`config.mk`:
```
export PLATFORM = sky130hd
export DESIGN_NAME = sseg_scan_driver
export DESIGN_NICKNAME = d
export VERILOG_FILES = /design/src/rtl/sseg_pkg.sv /design/src/rtl/hex_to_sseg.sv /design/src/rtl/sseg_scan_driver.sv
export SDC_FILE = /design/constraint.sdc
export NUM_CORES = 1
export LEC_CHECK = 0
export CORE_AREA = 2 2 108 84
export DETAILED_ROUTE_END_ITERATION = 7
export DIE_AREA = 0 0 110 86
export GPL_TIMING_DRIVEN = 0
export SKIP_CTS_REPAIR_TIMING = 1
export SYNTH_ARGS = -nofsm -noshare
export SYNTH_HDL_FRONTEND = slang
export SYNTH_SLANG_ARGS = --single-unit
```
`constraint.sdc`:
```
create_clock -name CLK -period 8.7 [get_ports CLK]
set_input_delay 1.74 -clock CLK [delete_from_list [all_inputs] [get_ports CLK]]
set_output_delay 1.74 -clock CLK [all_outputs]
set_load 0.03 [all_outputs]
```
`src/rtl/sseg_pkg.sv`:
```
// Shared types, constants and the hex-to-segment table for the Basys3
// four-digit seven-segment scan driver.
package sseg_pkg;

    typedef logic [1:0] digit_idx_t;

    // One copy of everything software loads in a single write.
    typedef struct packed {
        logic [15:0] data;
        logic [3:0]  dp;
        logic        lzb;
    } disp_regs_t;

    localparam logic [7:0] SEG_BLANK = 8'hFF;
    localparam logic [3:0] AN_OFF    = 4'hF;

    // Active-low cathode patterns, bit 0 = segment a ... bit 6 = segment g.
    localparam logic [6:0] SSEG_TABLE [16] = '{
        7'h40, 7'h79, 7'h24, 7'h30,
        7'h19, 7'h12, 7'h02, 7'h78,
        7'h00, 7'h10, 7'h08, 7'h03,
        7'h46, 7'h21, 7'h06, 7'h0E
    };

    function automatic logic [3:0] anOneHotLow(input digit_idx_t idx);
        return ~(4'b0001 << idx);
    endfunction

endpackage

```
`src/rtl/hex_to_sseg.sv`:
```
// Combinational nibble to seven-segment (active-low) decoder built on the
// package lookup table.
module hex_to_sseg
    import sseg_pkg::*;
(
    input  logic [3:0] i_nibble,
    output logic [6:0] o_segs
);

    assign o_segs = SSEG_TABLE[i_nibble];

endmodule

```
`src/rtl/sseg_scan_driver.sv`:
```
// Time-multiplexed scan driver for the Basys3 4-digit display with
// frame-synchronous update, anti-ghost blanking and leading-zero blanking.
module sseg_scan_driver
    import sseg_pkg::*;
#(
    parameter int REFRESH_CNT = 50000,
    parameter int BLANK_CYC   = 500
) (
    input  logic        CLK,
    input  logic        RST,
    input  logic        WR,
    input  logic [15:0] DATA_IN,
    input  logic [3:0]  DP_IN,
    input  logic        LZB_EN,
    output logic [7:0]  SEGS,
    output logic [3:0]  AN,
    output logic        FRAME
);

    localparam int CNT_W = $clog2(REFRESH_CNT);
    localparam logic [CNT_W-1:0] SLOT_LAST = CNT_W'(REFRESH_CNT - 1);
    localparam logic [CNT_W-1:0] BLANK_END = CNT_W'(BLANK_CYC);

    logic [CNT_W-1:0] r_slotCnt;
    digit_idx_t       r_digitIdx;
    disp_regs_t       r_shadow;
    disp_regs_t       r_active;
    logic [7:0]       r_segs;
    logic [3:0]       r_an;
    logic             r_frame;

    logic             w_slotWrap;
    logic             w_boundary;
    logic [CNT_W-1:0] w_slotNext;
    digit_idx_t       w_digitNext;
    disp_regs_t       w_writeVal;
    disp_regs_t       w_shadowNext;
    disp_regs_t       w_activeNext;
    logic [3:0]       w_nibble;
    logic [6:0]       w_segBits;
    logic             w_leadZero;
    logic             w_blank;

    assign w_slotWrap  = (r_slotCnt == SLOT_LAST);
    assign w_boundary  = w_slotWrap && (r_digitIdx == 2'd3);
    assign w_slotNext  = w_slotWrap ? '0 : r_slotCnt + 1'b1;
    assign w_digitNext = w_slotWrap ? r_digitIdx + 2'd1 : r_digitIdx;

    // A write landing on the boundary edge must reach the active copy
    // immediately, so active takes the post-write shadow value.
    assign w_writeVal   = {DATA_IN, DP_IN, LZB_EN};
    assign w_shadowNext = WR ? w_writeVal : r_shadow;
    assign w_activeNext = w_boundary ? w_shadowNext : r_active;

    assign w_nibble = w_activeNext.data[4*w_digitNext +: 4];

    hex_to_sseg u_decode (
        .i_nibble (w_nibble),
        .o_segs   (w_segBits)
    );

    // A digit is a leading zero when it and every digit to its left are 0.
    always_comb begin
        w_leadZero = 1'b0;
        case (w_digitNext)
            2'd3:    w_leadZero = (w_activeNext.data[15:12] == 4'h0);
            2'd2:    w_leadZero = (w_activeNext.data[15:8] == 8'h00);
            2'd1:    w_leadZero = (w_activeNext.data[15:4] == 12'h000);
            default: w_leadZero = 1'b0;
        endcase
        w_blank = (w_slotNext < BLANK_END) || (w_activeNext.lzb && w_leadZero);
    end

    always_ff @(posedge CLK) begin
        if (RST) begin
            r_slotCnt  <= '0;
            r_digitIdx <= '0;
            r_shadow   <= '0;
            r_active   <= '0;
            r_segs     <= SEG_BLANK;
            r_an       <= AN_OFF;
            r_frame    <= 1'b0;
        end else begin
            r_slotCnt  <= w_slotNext;
            r_digitIdx <= w_digitNext;
            r_shadow   <= w_shadowNext;
            r_active   <= w_activeNext;
            r_frame    <= w_boundary;
            if (w_blank) begin
                r_segs <= SEG_BLANK;
                r_an   <= AN_OFF;
            end else begin
                r_segs <= {~w_activeNext.dp[w_digitNext], w_segBits};
                r_an   <= anOneHotLow(w_digitNext);
            end
        end
    end

    assign SEGS  = r_segs;
    assign AN    = r_an;
    assign FRAME = r_frame;

endmodule

```
Word level (Yosys, flattened, before mapping)
Memories as Yosys holds them, arrays and structs flattened. A register that Yosys moved wholly into a read port is not among the register bits.
Cells that the tools add are included.
{"block": "word_totals", "regBits": 73, "mem_bits_ro": 112, "out_inout_bits": 13, "elab_cells": 43, "mem_count": 1}
{"block": "classes", "add_sub_neg": 2, "n_lt_le_gt_ge": 3, "eq_ne": 5, "shift": 2, "n_mux": 9, "bitwise": 3, "reduce_logical": 7}
{"memory": "(name not given)", "depth": 16, "width": 7, "rd": 1, "rd_clocked_by_memory_dff": 1, "wr": 0, "line": "hex_to_sseg.sv:10", "source": "assign o_segs = SSEG_TABLE[i_nibble];"}
{"operator": "two-way mux 21 bit", "n": 2}
{"operator": "adder 16 x 1 -> 16 bit (second input constant)", "n": 1}
{"operator": "== test 16 bit (second input constant)", "n": 1}
{"operator": "< comparator 16 x 9 -> 1 bit (second input constant)", "n": 1}
{"operator": "two-way mux 16 bit", "n": 1}
{"operator": "variable part select 16 x 5 -> 4 bit", "n": 1}
{"operator": "two-way mux 7 bit", "n": 2}
{"operator": "logical NOT 12 bit", "n": 1}
{"operator": "logical NOT 8 bit", "n": 1}
{"operator": "== test 2 bit (second input constant)", "n": 3}
{"operator": "greater-or-equal comparator 5 bit (second input constant)", "n": 1}
{"operator": "inverter 4 -> 5 bit", "n": 1}
{"operator": "logical NOT 4 bit", "n": 1}
{"operator": "inverter 4 bit", "n": 1}
{"operator": "<< shifter 1 x 2 -> 4 bit (first input constant)", "n": 1}
{"operator": "< comparator 2 x 3 -> 1 bit (second input constant)", "n": 1}
{"operator": "case mux 1 bit (3 select lines)", "n": 1}
{"operator": "adder 2 x 1 -> 2 bit (second input constant)", "n": 1}
{"operator": "binary-select mux 1 bit (select 2 bit)", "n": 1}
{"operator": "== test 2 x 1 -> 1 bit (second input constant)", "n": 1}
{"operator": "logical AND 1 bit", "n": 2}
{"operator": "two-way mux 2 bit", "n": 1}
{"operator": "OR reduction 2 bit", "n": 1}
{"operator": "logical OR 1 bit", "n": 1}
{"operator": "2 further kinds", "n": 2}

Logic depth before layout (Yosys ltp)
Gate-level depths: netlist of run 1.
{"block": "logic_depth", "depth_word": 8, "depth_mapped": 14}

Hierarchy
Synthesis of run 1 repeated with hierarchy kept, for this count alone.
{"block": "hier_totals", "cells_unflattened": 419, "hier_area_um2": 3671.0}
{"mod": "sseg_scan_driver", "n_inst": 1, "cells_each": 384, "area_per_inst_um2": 3423.3}
{"mod": "hex_to_sseg", "n_inst": 1, "cells_each": 35, "area_per_inst_um2": 247.7}

Worst setup path before layout of run 1
No wires, ideal clock.
{"block": "synth_path", "kind": "input to register", "startpoint": "in WR", "endpoint": "reg r_segs[3] (netlist: SEGS[3])", "setup_ns": 0.136, "arrival_ns": 3.738, "required_time_ns": 8.564, "setup_slack_ns": 4.827, "path_stages": 11, "path_buffers": 2, "cell_sequence": "buf_2 -> mux2i_1 -> a2111oi_0 -> a311oi_1 -> a21oi_1 -> or3_1 -> buf_2 -> ha_1 -> mux2_1 -> nand2_1 -> o211ai_1"}
{"block": "synth_between", "elab_chain_cells": 7, "word_cells_on_any_way": 11, "cone_classes": "1 x shift; 3 x mux; 1 x bitwise; 6 x reduce/logical"}
{"element": "start: declaration", "line": "sseg_scan_driver.sv:11", "source": "input logic WR,"}
{"element": "two-way mux 21 bit (*)", "line": "sseg_scan_driver.sv:52", "source": "assign w_shadowNext = WR ? w_writeVal : r_shadow;"}
{"element": "two-way mux 21 bit (*)", "line": "sseg_scan_driver.sv:53", "source": "assign w_activeNext = w_boundary ? w_shadowNext : r_active;"}
{"element": "logical NOT 12 bit, or another cell as far along", "line": "sseg_scan_driver.sv:68", "source": "2'd1: w_leadZero = (w_activeNext.data[15:4] == 12'h000);"}
{"element": "case mux 1 bit (3 select lines)", "line": "sseg_scan_driver.sv:65", "source": "case (w_digitNext)"}
{"element": "logical AND 1 bit", "line": "sseg_scan_driver.sv:71", "source": "w_blank = (w_slotNext < BLANK_END) || (w_activeNext.lzb && w_leadZero);"}
{"element": "logical OR 1 bit", "line": "sseg_scan_driver.sv:71"}
{"element": "OR reduction 2 bit (no line)"}
{"element": "end: declaration", "line": "sseg_scan_driver.sv:28", "source": "logic [7:0] r_segs;"}
Every way passes the cells marked *; elsewhere a longest branch is shown, timed or not.
A chain may end at the register's enable or synchronous reset.

Worst setup path in the final report of run 1
{"block": "layout_path", "startpoint": "in DATA_IN[4]", "endpoint": "reg r_segs[3] (netlist: SEGS[3])"}
{"block": "layout_between", "elab_chain_cells": 7, "word_cells_on_any_way": 9, "cone_classes": "1 x shift; 3 x mux; 1 x bitwise; 4 x reduce/logical"}
{"element": "start: declaration", "line": "sseg_scan_driver.sv:12", "source": "input logic [15:0] DATA_IN,"}
{"element": "two-way mux 21 bit (*)", "line": "sseg_scan_driver.sv:52"}
{"element": "two-way mux 21 bit (*)", "line": "sseg_scan_driver.sv:53"}
{"element": "logical NOT 12 bit", "line": "sseg_scan_driver.sv:68"}
{"element": "case mux 1 bit (3 select lines)", "line": "sseg_scan_driver.sv:65"}
{"element": "logical AND 1 bit", "line": "sseg_scan_driver.sv:71"}
{"element": "logical OR 1 bit", "line": "sseg_scan_driver.sv:71"}
{"element": "OR reduction 2 bit (no line)"}
Marks and branches as above.

==> out/results.ini, run 1 <==
[drt]
vias = 3018
via_per_inst = 5.37
postRouteAntennaNets = 0
dr.pass1.iters = 5
wire_per_inst_um = 15.7
wirelength_um = 8840
drt_iter0_drc = 216
remaining_drc_errors = 0

[timing]
setup-tns-final_ns = 0
skew_ns = 0.0102
slew_headroom_pct = 60.4
final_hold_viol_count = 0
finalSetupViolCount = 0
slew_viol_final = 0
timing.hold.ws_ns = 0.442
min_period_over_period_pct = 46.5
fin_crit_ns = 4.05
fmax_mhz = 247
rsz0062_at_grt = no
worstMarginPinSlew_ns = 0.594

[floorplan]
die_area_um2 = 9460
core_um2 = 8310
start_util_pct = 44.0
die_h_um = 86
die_width_um = 110
io_pins = 37
placementRows = 29

[yosys]
muxShareOfSynthArea_pct = 12.5
yosys_warnings = 0
synth-xor-area-share_pct = 3.59
synth_top_area_share_pct = 40.0
synth_compound_area_share_pct = 13.1
synth_area_um2 = 3660
ys_ff_latch = 73
avgSynthCellArea_um2 = 9.05
synth_top_family_by_area = simple AND/OR/NAND/NOR gates
netlist_instances = 404
synth_area_leaders = dfxtp_1, mux2i_1, nor2_1
synth-simple-area-share_pct = 22.5
synthAdderAreaFrac_pct = 2.74
synth_edf_count = 0
yosys.area.top_type = dfxtp_1
async_reset_ff_share_pct = 0
synth_seq_area_share_pct = 40.0
synth_nets = 436
yosysUniqueCellTypes = 62
yosys_most_used_dff = dfxtp_1

[layout]
drive_gt1_share_pct = 11.5
layout_commonest_cell = dfxtp_1
area_growth_syn_to_layout_pct = 18.7
insertedDiodeCount = 0
layout.nets = 481
post-route-util_pct = 52.3
mostFrequentLayoutCells = dfxtp_1, nor2_1, clkdlybuf4s50_1, mux2i_1, nand2_1

[grt]
track_usage_pct = 20.5
grt.overflow.total = 0
antenna_found_initial = 0
grt_max_degree = 13
grt_pass1_wl_um = 14600
grt_pass1_vias = 2906

[clock_network]
clockBufferDepth = 2
h-tree-depth = 3
insertion_delay_ns = 0.36
clk_pin_slew_ns = 0.07
cts_tree = yes
cts-root-buf = clkbuf_8
numCtsBuffers = 9
clock-sinks = 73

[critical_path]
worstSetupPathType = in -> reg
cp_slowest_cell = clkdlybuf4s50_1
arrival_ns = 4.27
crit_buf_inv = 2
cp-end-kind = flop
required_ns = 8.92
critPathMaxStageDelay_ns = 0.42
critPathMaxFanout = 6
crit_family = multiplexers
startpoint_type = input port
crit_chain = clkdlybuf4s50_1, mux2i_1, a2111oi_0, a311oi_1, a21oi_1, or3_1, buf_2, ha_1, mux2_1, nand2_1, o211ai_1

[pwr]
sw_frac_of_total_pct = 22.3
vdd_ir_drop_max_mv = 0.130
p_clk_share_pct = 42.8
p_comb_share_pct = 6.0
p_int_mw = 0.521
power_frac_seq_pct = 51.2
p_switching_mw = 0.150
p_total_mw = 0.670
power_per_cell_area_nw_per_um2 = 154
p_leak_nw = 1.64

[run]
max_cap_viol_count = 0

[placement]
port_buffers = 34
place_hpwl_um = 6490
gp_congestion = 0.896

[hold_path]
worstHoldPathType = reg -> reg

[run_status]
status = finished clean

## power groups by stage
stage | Combinational, mW | Clock (mW) | Sequential, mW
3_3_place_gp | 0.0400 | 0 | 0.351
2_1_floorplan | 0.0230 | 0 | 0.350
5_1_grt | 0.0448 | 0.311 | 0.344
4_1_cts | 0.0407 | 0.295 | 0.343
6_report | 0.0404 | 0.287 | 0.343
3_5_place_dp | 0.0403 | 0 | 0.351
## per-stage QoR
step	instance area [µm²]	instances	worst slack (ns)
after floorplan	3660	404	4.83
after global placement	4130	546	4.33
after detailed placement	4130	546	4.31
after CTS	4340	562	4.69
after global routing	4340	562	4.50
final	4340	562	4.65
## metal layers
layer  track usage, %  vias to the layer above  routed length (µm)
met5                0                        -                   0
li1                 -                     1529                   -
met3             7.45                       15                 734
met4             7.13                        0                 169
met2             29.6                      113                3610
met1             28.1                     1361                4330
## worst paths after layout
kind	from	to	slack [ns]	depth (start not counted)
hold / removal	r_slotCnt[0]$_SDFF_PP0_	r_slotCnt[0]$_SDFF_PP0_	0.44	1
hold reg to reg	r_slotCnt[0]$_SDFF_PP0_	r_slotCnt[0]$_SDFF_PP0_	0.44	1
setup reg to reg	r_digitIdx[0]$_SDFF_PP0_	SEGS[4]$_SDFF_PP1_	5.45	11
setup / recovery	DATA_IN[4]	SEGS[3]$_SDFF_PP1_	4.65	11
## sequential cells by signal, indices dropped and copies added (netlist names)
register / cells
AN: 4
FRAME: 1
SEGS: 8
r_active: 21
r_digitIdx: 2
r_shadow: 21
r_slotCnt: 16
## cells by family (layout without fill, tap and decap cells)
logic type,after synthesis,after routing
DFF,73,73
buffers and inverters,38,88
adders and majority gates,8,8
AOI/OAI and AO/OA,67,67
xor gates and xnor gates,15,15
muxes,43,43
and+or+nand+nor,160,160
## cells in the mapped netlist (8+ instances only)
cell type	count
a211oi_1	8
a21oi_1	12
buf_2	8
clkbuf_1	10
dfxtp_1	73
ha_1	8
inv_1	11
mux2_2	9
mux2i_1	32
nand2_1	25
nand3_1	16
nor2_1	61
nor2b_1	9
o211ai_1	9
o21ai_0	13
xnor2_1	9
## cell type report
cell class | instances | area, µm²
clock buffers | 10 | 128
plain buffers | 25 | 158
clock inverters | 6 | 82.6
fillers | 819 | 3970
inverters | 13 | 48.8
multi-input cells | 293 | 1990
well taps | 108 | 135
repair buffers | 34 | 340
flip-flops and latches | 73 | 1460
Power figures use the tool's default switching activity.
==> run 2: changes to the inputs <==
==> constraint.sdc (replaced) <==
create_clock -name CLK -period 3.9 [get_ports CLK]
set_input_delay 0.78 -clock CLK [delete_from_list [all_inputs] [get_ports CLK]]
set_output_delay 0.78 -clock CLK [all_outputs]
set_load 0.03 [all_outputs]
==> results of run 2 <==
The final DEF is identical to that of run 1. Status: finished clean.
Among the figures that moved: setup slack after placement 4.31 ns -> 0.466 ns; setup slack after layout 4.65 ns -> 0.648 ns; start point of the critical path DATA_IN[4] -> r_digitIdx[0]$_SDFF_PP0_; end point of the critical path SEGS[3]$_SDFF_PP1_ -> SEGS[4]$_SDFF_PP1_; register-to-register setup slack 5.45 ns -> 0.65 ns; total power 0.670 mW -> 1.50 mW; worst IR drop on VDD 0.130 mV -> 0.290 mV
==> patch 1: new RTL, settings of run 2 <==
`REFRESH_CNT`: 50000 -> 100000.
--- a/src/rtl/sseg_scan_driver.sv
+++ b/src/rtl/sseg_scan_driver.sv
@@ -4,5 +4,5 @@
     import sseg_pkg::*;
 #(
-    parameter int REFRESH_CNT = 50000,
+    parameter int REFRESH_CNT = 100000,
     parameter int BLANK_CYC   = 500
 ) (
Function: same outputs for any inputs over 10 cycles, from zero or initial values and one cycle with RST high; that may be too few to reach the edited logic, so the function may still have changed.
==> patch 1 against run 2 <==
Worst setup slack worse by 430 ps; worst hold slack better by 23 ps; synthesized cell count grew 5.7%; sequential power up 1%; routed wire length is 2.7% higher; core utilization grew 2.9 points; non-clock buffer count is 10 higher; design area up 5.6%; total power rose by 3.2%; clock power rose by 3.9%; sequential cell count grew 1; maximum frequency fell by 12%; clock skew is 2.0 ps lower; area after synthesis is 5.8% higher; highest routed layer unchanged.
==> patch 1: results <==
[global_routing]
grt_pass1_vias = 2945
grtUsageMet3_pct = 5.17
met1_usage_pct = 30.7
grt_first_pass_wirelength_mm = 15.0
antenna_found_initial = 0
grt_use_met2_pct = 29.3
globalRouteTotalUtil_pct = 20.9

[outcome]
status = "finished, final reports clean"

[placement]
place_area_mm2 = 0.00437
dp_slack_ps = -428
placed_cells = 571
port_buffers = 36
globalplace.congestion = 0.891
dpl.hpwl_mm = 6.65

[synthesis]
syn-num-nets = 459
ys_seq_area_share_pct = 38.3
yosys.area_share.adder_pct = 2.88
avgSynthCellArea_um2 = 9.06
synth_area_leaders = "dfxtp_1 (38%), mux2i_1 (8.3%), nor2_1 (6.7%)"
muxShareOfSynthArea_pct = 15.7
synthXorXnorAreaFrac_pct = 5.01

[finish]
drive_gt1_share_pct = 14.0
n_fill_cell = 788
seqCellArea_mm2 = 0.00148
largestRegisters = "r_active (21), r_shadow (21), r_slotCnt (17)"
n_antenna_cell = 0
fin_nets = 506

[power_and_ir_drop]
netSwitchingPower_uw = 348
sequentialPower_uw = 777
p_leak_uw = 0.00176
totalPowerFinal_uw = 1540
peakVddDrop_v = 0.000221

[cts]
path_clk_slew_ps = 70
cts_buffers = 9

[critical_path]
cp-startpoint = "WR"
cp_max_fo = 10
r2r_start = "r_slotCnt[0]$_SDFF_PP0_"
crit_arrival_ps = 3960

[timing]
fin_worst_skew_ps = 8.18
tightestPinTransition_ps = 671

[route]
wl_mm = 9.08
drt_iter0_markers = 214
vias_per_cell = 5.43
wl_per_cell_um = 15.5

[hold_path]
hp-start = "r_slotCnt[0]$_SDFF_PP0_"
## patch 1: changes by cell type in the layout (fill, tap and decap cells not counted), moves of 6 or more
| cell | before | now |
|---|---|---|
| a21oi_1 | 12 | 21 |
| nor2_1 | 61 | 69 |
| mux2_2 | 9 | 15 |
| nand2_1 | 25 | 31 |
| nand3_1 | 16 | 10 |
| nor2b_1 | 9 | 15 |
| o211ai_1 | 9 | 3 |
| o21ai_0 | 13 | 7 |
## patch 1: routing by layer
metal	vias up	part of all wire [%]
met4	0	1.5
met5	-	0
met1	1506	52
li1	1590	-
met3	11	4.7
met2	79	41
## patch 1: worst max-delay path, stage by stage
cell,delay (ps)
clkdlybuf4s50_1,540
buf_2,320
clkbuf_2,380
mux2_2,400
mux2i_1,200
mux2i_1,130
mux2_4,340
inv_1,120
ha_1,200
inv_1,90
or3_1,370
o2111ai_1,90
## patch 1: area by class of cell
| type | instances | area share [%] |
|---|---|---|
| Buffer | 33 | 4.28 |
| Clock buffer | 10 | 3.00 |
| Clock inverter | 6 | 1.75 |
| Inverter | 7 | 0.573 |
| Multi-Input combinational cell | 313 | 47.3 |
| Sequential cell | 74 | 32.3 |
| Tap cell | 108 | 2.95 |
| Timing Repair Buffer | 36 | 7.86 |
## patch 1: cells by family (layout without fill, tap and decap cells)
kind of cell,after synthesis,after routing
adder cells (fa/ha/maj),9,9
XOR/XNOR,20,20
buffers and inverters,40,92
AND/OR/NAND/NOR,175,175
AO/OA/AOI/OAI,56,56
flip-flops,74,74
multiplexers,53,53
## patch 1: worst paths after layout
check,end,slack [ps],cells past startpoint
hold / removal,r_slotCnt[0]$_SDFF_PP0_,470,1
setup / recovery,SEGS[4]$_SDFF_PP1_,220,12
hold reg to reg,r_slotCnt[0]$_SDFF_PP0_,470,1
setup reg to reg,SEGS[4]$_SDFF_PP1_,340,16
==> patch 2: new RTL, config.mk and constraints of run 2 <==
Made on the original files. The output `FRAME` loses its register stage (`r_frame` becomes a continuous assignment).
--- a/src/rtl/sseg_scan_driver.sv
+++ b/src/rtl/sseg_scan_driver.sv
@@ -80,5 +80,4 @@
             r_segs     <= SEG_BLANK;
             r_an       <= AN_OFF;
-            r_frame    <= 1'b0;
         end else begin
             r_slotCnt  <= w_slotNext;
@@ -86,5 +85,4 @@
             r_shadow   <= w_shadowNext;
             r_active   <= w_activeNext;
-            r_frame    <= w_boundary;
             if (w_blank) begin
                 r_segs <= SEG_BLANK;
@@ -97,4 +95,6 @@
     end
 
+    assign r_frame = w_boundary;
+
     assign SEGS  = r_segs;
     assign AN    = r_an;
Formal check against the unedited RTL: same outputs for any inputs over 10 cycles, from zero or initial values and one cycle with RST high; that may be too few to reach the edited logic, so the function may still have changed.
==> patch 2 against run 2 <==
Sequential share of layout area about the same; worst setup slack worse by 420 ps; maximum frequency down 11%; clock power down 7.7%; sequential cell count down 1; routed wire length down 8.0%; worst hold slack better by 44 ps; area after synthesis down 2.5%; synthesized cell count down 5.9%; total power down 3.8%; design area down 1.5%; cell count down 4.4%.
==> patch 2: results <==
[outcome]
status = "finished, final reports clean"

[global_routing]
grt_first_pass_wirelength_mm = 13.4
grt_pass1_vias = 2780
grtUsageMet3_pct = 4.56
met1_usage_pct = 26.5
globalRouteTotalUtil_pct = 18.5
grt_use_met2_pct = 26.5

[placement]
dpl.hpwl_mm = 5.95
port_buffers = 35
globalplace.congestion = 0.847
place_area_mm2 = 0.00405

[finish]
fin_nets = 457
drive_gt1_share_pct = 13.5
n_antenna_cell = 0

[route]
routed-via-count = 2850
wl_mm = 8.13
firstDrtPassIters = 4
drt_iter0_markers = 149

[synthesis]
syn-num-nets = 412
synth_cell_types = 61
ys_seq_area_share_pct = 40.4
synth_area_leaders = "dfxtp_1 (40%), mux2i_1 (9.0%), nor2_1 (6.1%)"
synth_commonest_cells = "dfxtp_1 (72), nor2_1 (58), mux2i_1 (32), nand2_1 (18), nor2b_1 (18)"

[critical_path]
cpPeakStageDelay_ps = 480
slowest_stage = "clkbuf_1"
crit_arrival_ps = 3900
cp_max_fo = 10

[power_and_ir_drop]
netSwitchingPower_uw = 333
p_leak_uw = 0.00161
peakVddDrop_v = 0.000133

[timing]
slew_headroom_pct = 34.5
fin_worst_skew_ps = 8.81

[cts]
worstSkewPairLatency_ps = 350
==> patch 2: power by group through the flow <==
stage,sequential (µW),clock [µW],combinational (µW)
finish,757,591,91.2
CTS,757,607,91.9
global placement,773,0,90.7
detailed placement,774,0,91.3
global route,759,636,100
floorplan,772,0,51.6
==> patch 2: area by class of cell <==
class                   instances  area, µm²
fillers                       802       4030
multi-input cells             274       1990
flip-flops and latches         72       1440
repair buffers                 35        350
clock buffers                  10        138
well taps                     108        135
plain buffers                  23        129
clock inverters                 5       57.6
inverters                      10       37.5
==> patch 2: path summary, 6_finish.rpt <==
kind	startpoint	endpoint	slack (ps)	cells after the start
worst min-delay path	r_slotCnt[0]$_SDFF_PP0_	r_slotCnt[0]$_SDFF_PP0_	490	1
worst min register to register	r_slotCnt[0]$_SDFF_PP0_	r_slotCnt[0]$_SDFF_PP0_	490	1
worst max register to register	r_slotCnt[6]$_SDFF_PP0_	SEGS[3]$_SDFF_PP1_	330	13
worst max-delay path	WR	SEGS[3]$_SDFF_PP1_	230	11
==> patch 2: layer usage <==
layer	part of all wire [%]	up-vias
met3	5.5	12
met2	41	64
met4	1.9	0
met5	0	-
li1	-	1441
met1	51	1333
==> patch 2: per-stage QoR <==
stage               setup WS [ps]  setup TNS (ps)  std cells
floorplan                     401               0        380
global placement             -394            -996        523
detailed placement           -467           -1470        523
CTS                         -90.3            -173        538
global route                 35.1               0        537
finish                        228               0        537
==> patch 2: critical path: cells and delay by family <==
family,cells,cell delay (ps)
buf+inv,4,1330
mux,1,300
compound gates,4,820
fa+ha+maj,1,260
simple gates,1,400
==> patch 2: cell families after synthesis <==
group	count (synthesis)	synth area share [%]
AOI/OAI and AO/OA	51	11.3
xor gates and xnor gates	17	4.18
adders and majority gates	8	2.81
buffers and inverters	34	4.74
DFF	72	40.4
muxes	50	14.9
and+or+nand+nor	148	21.7
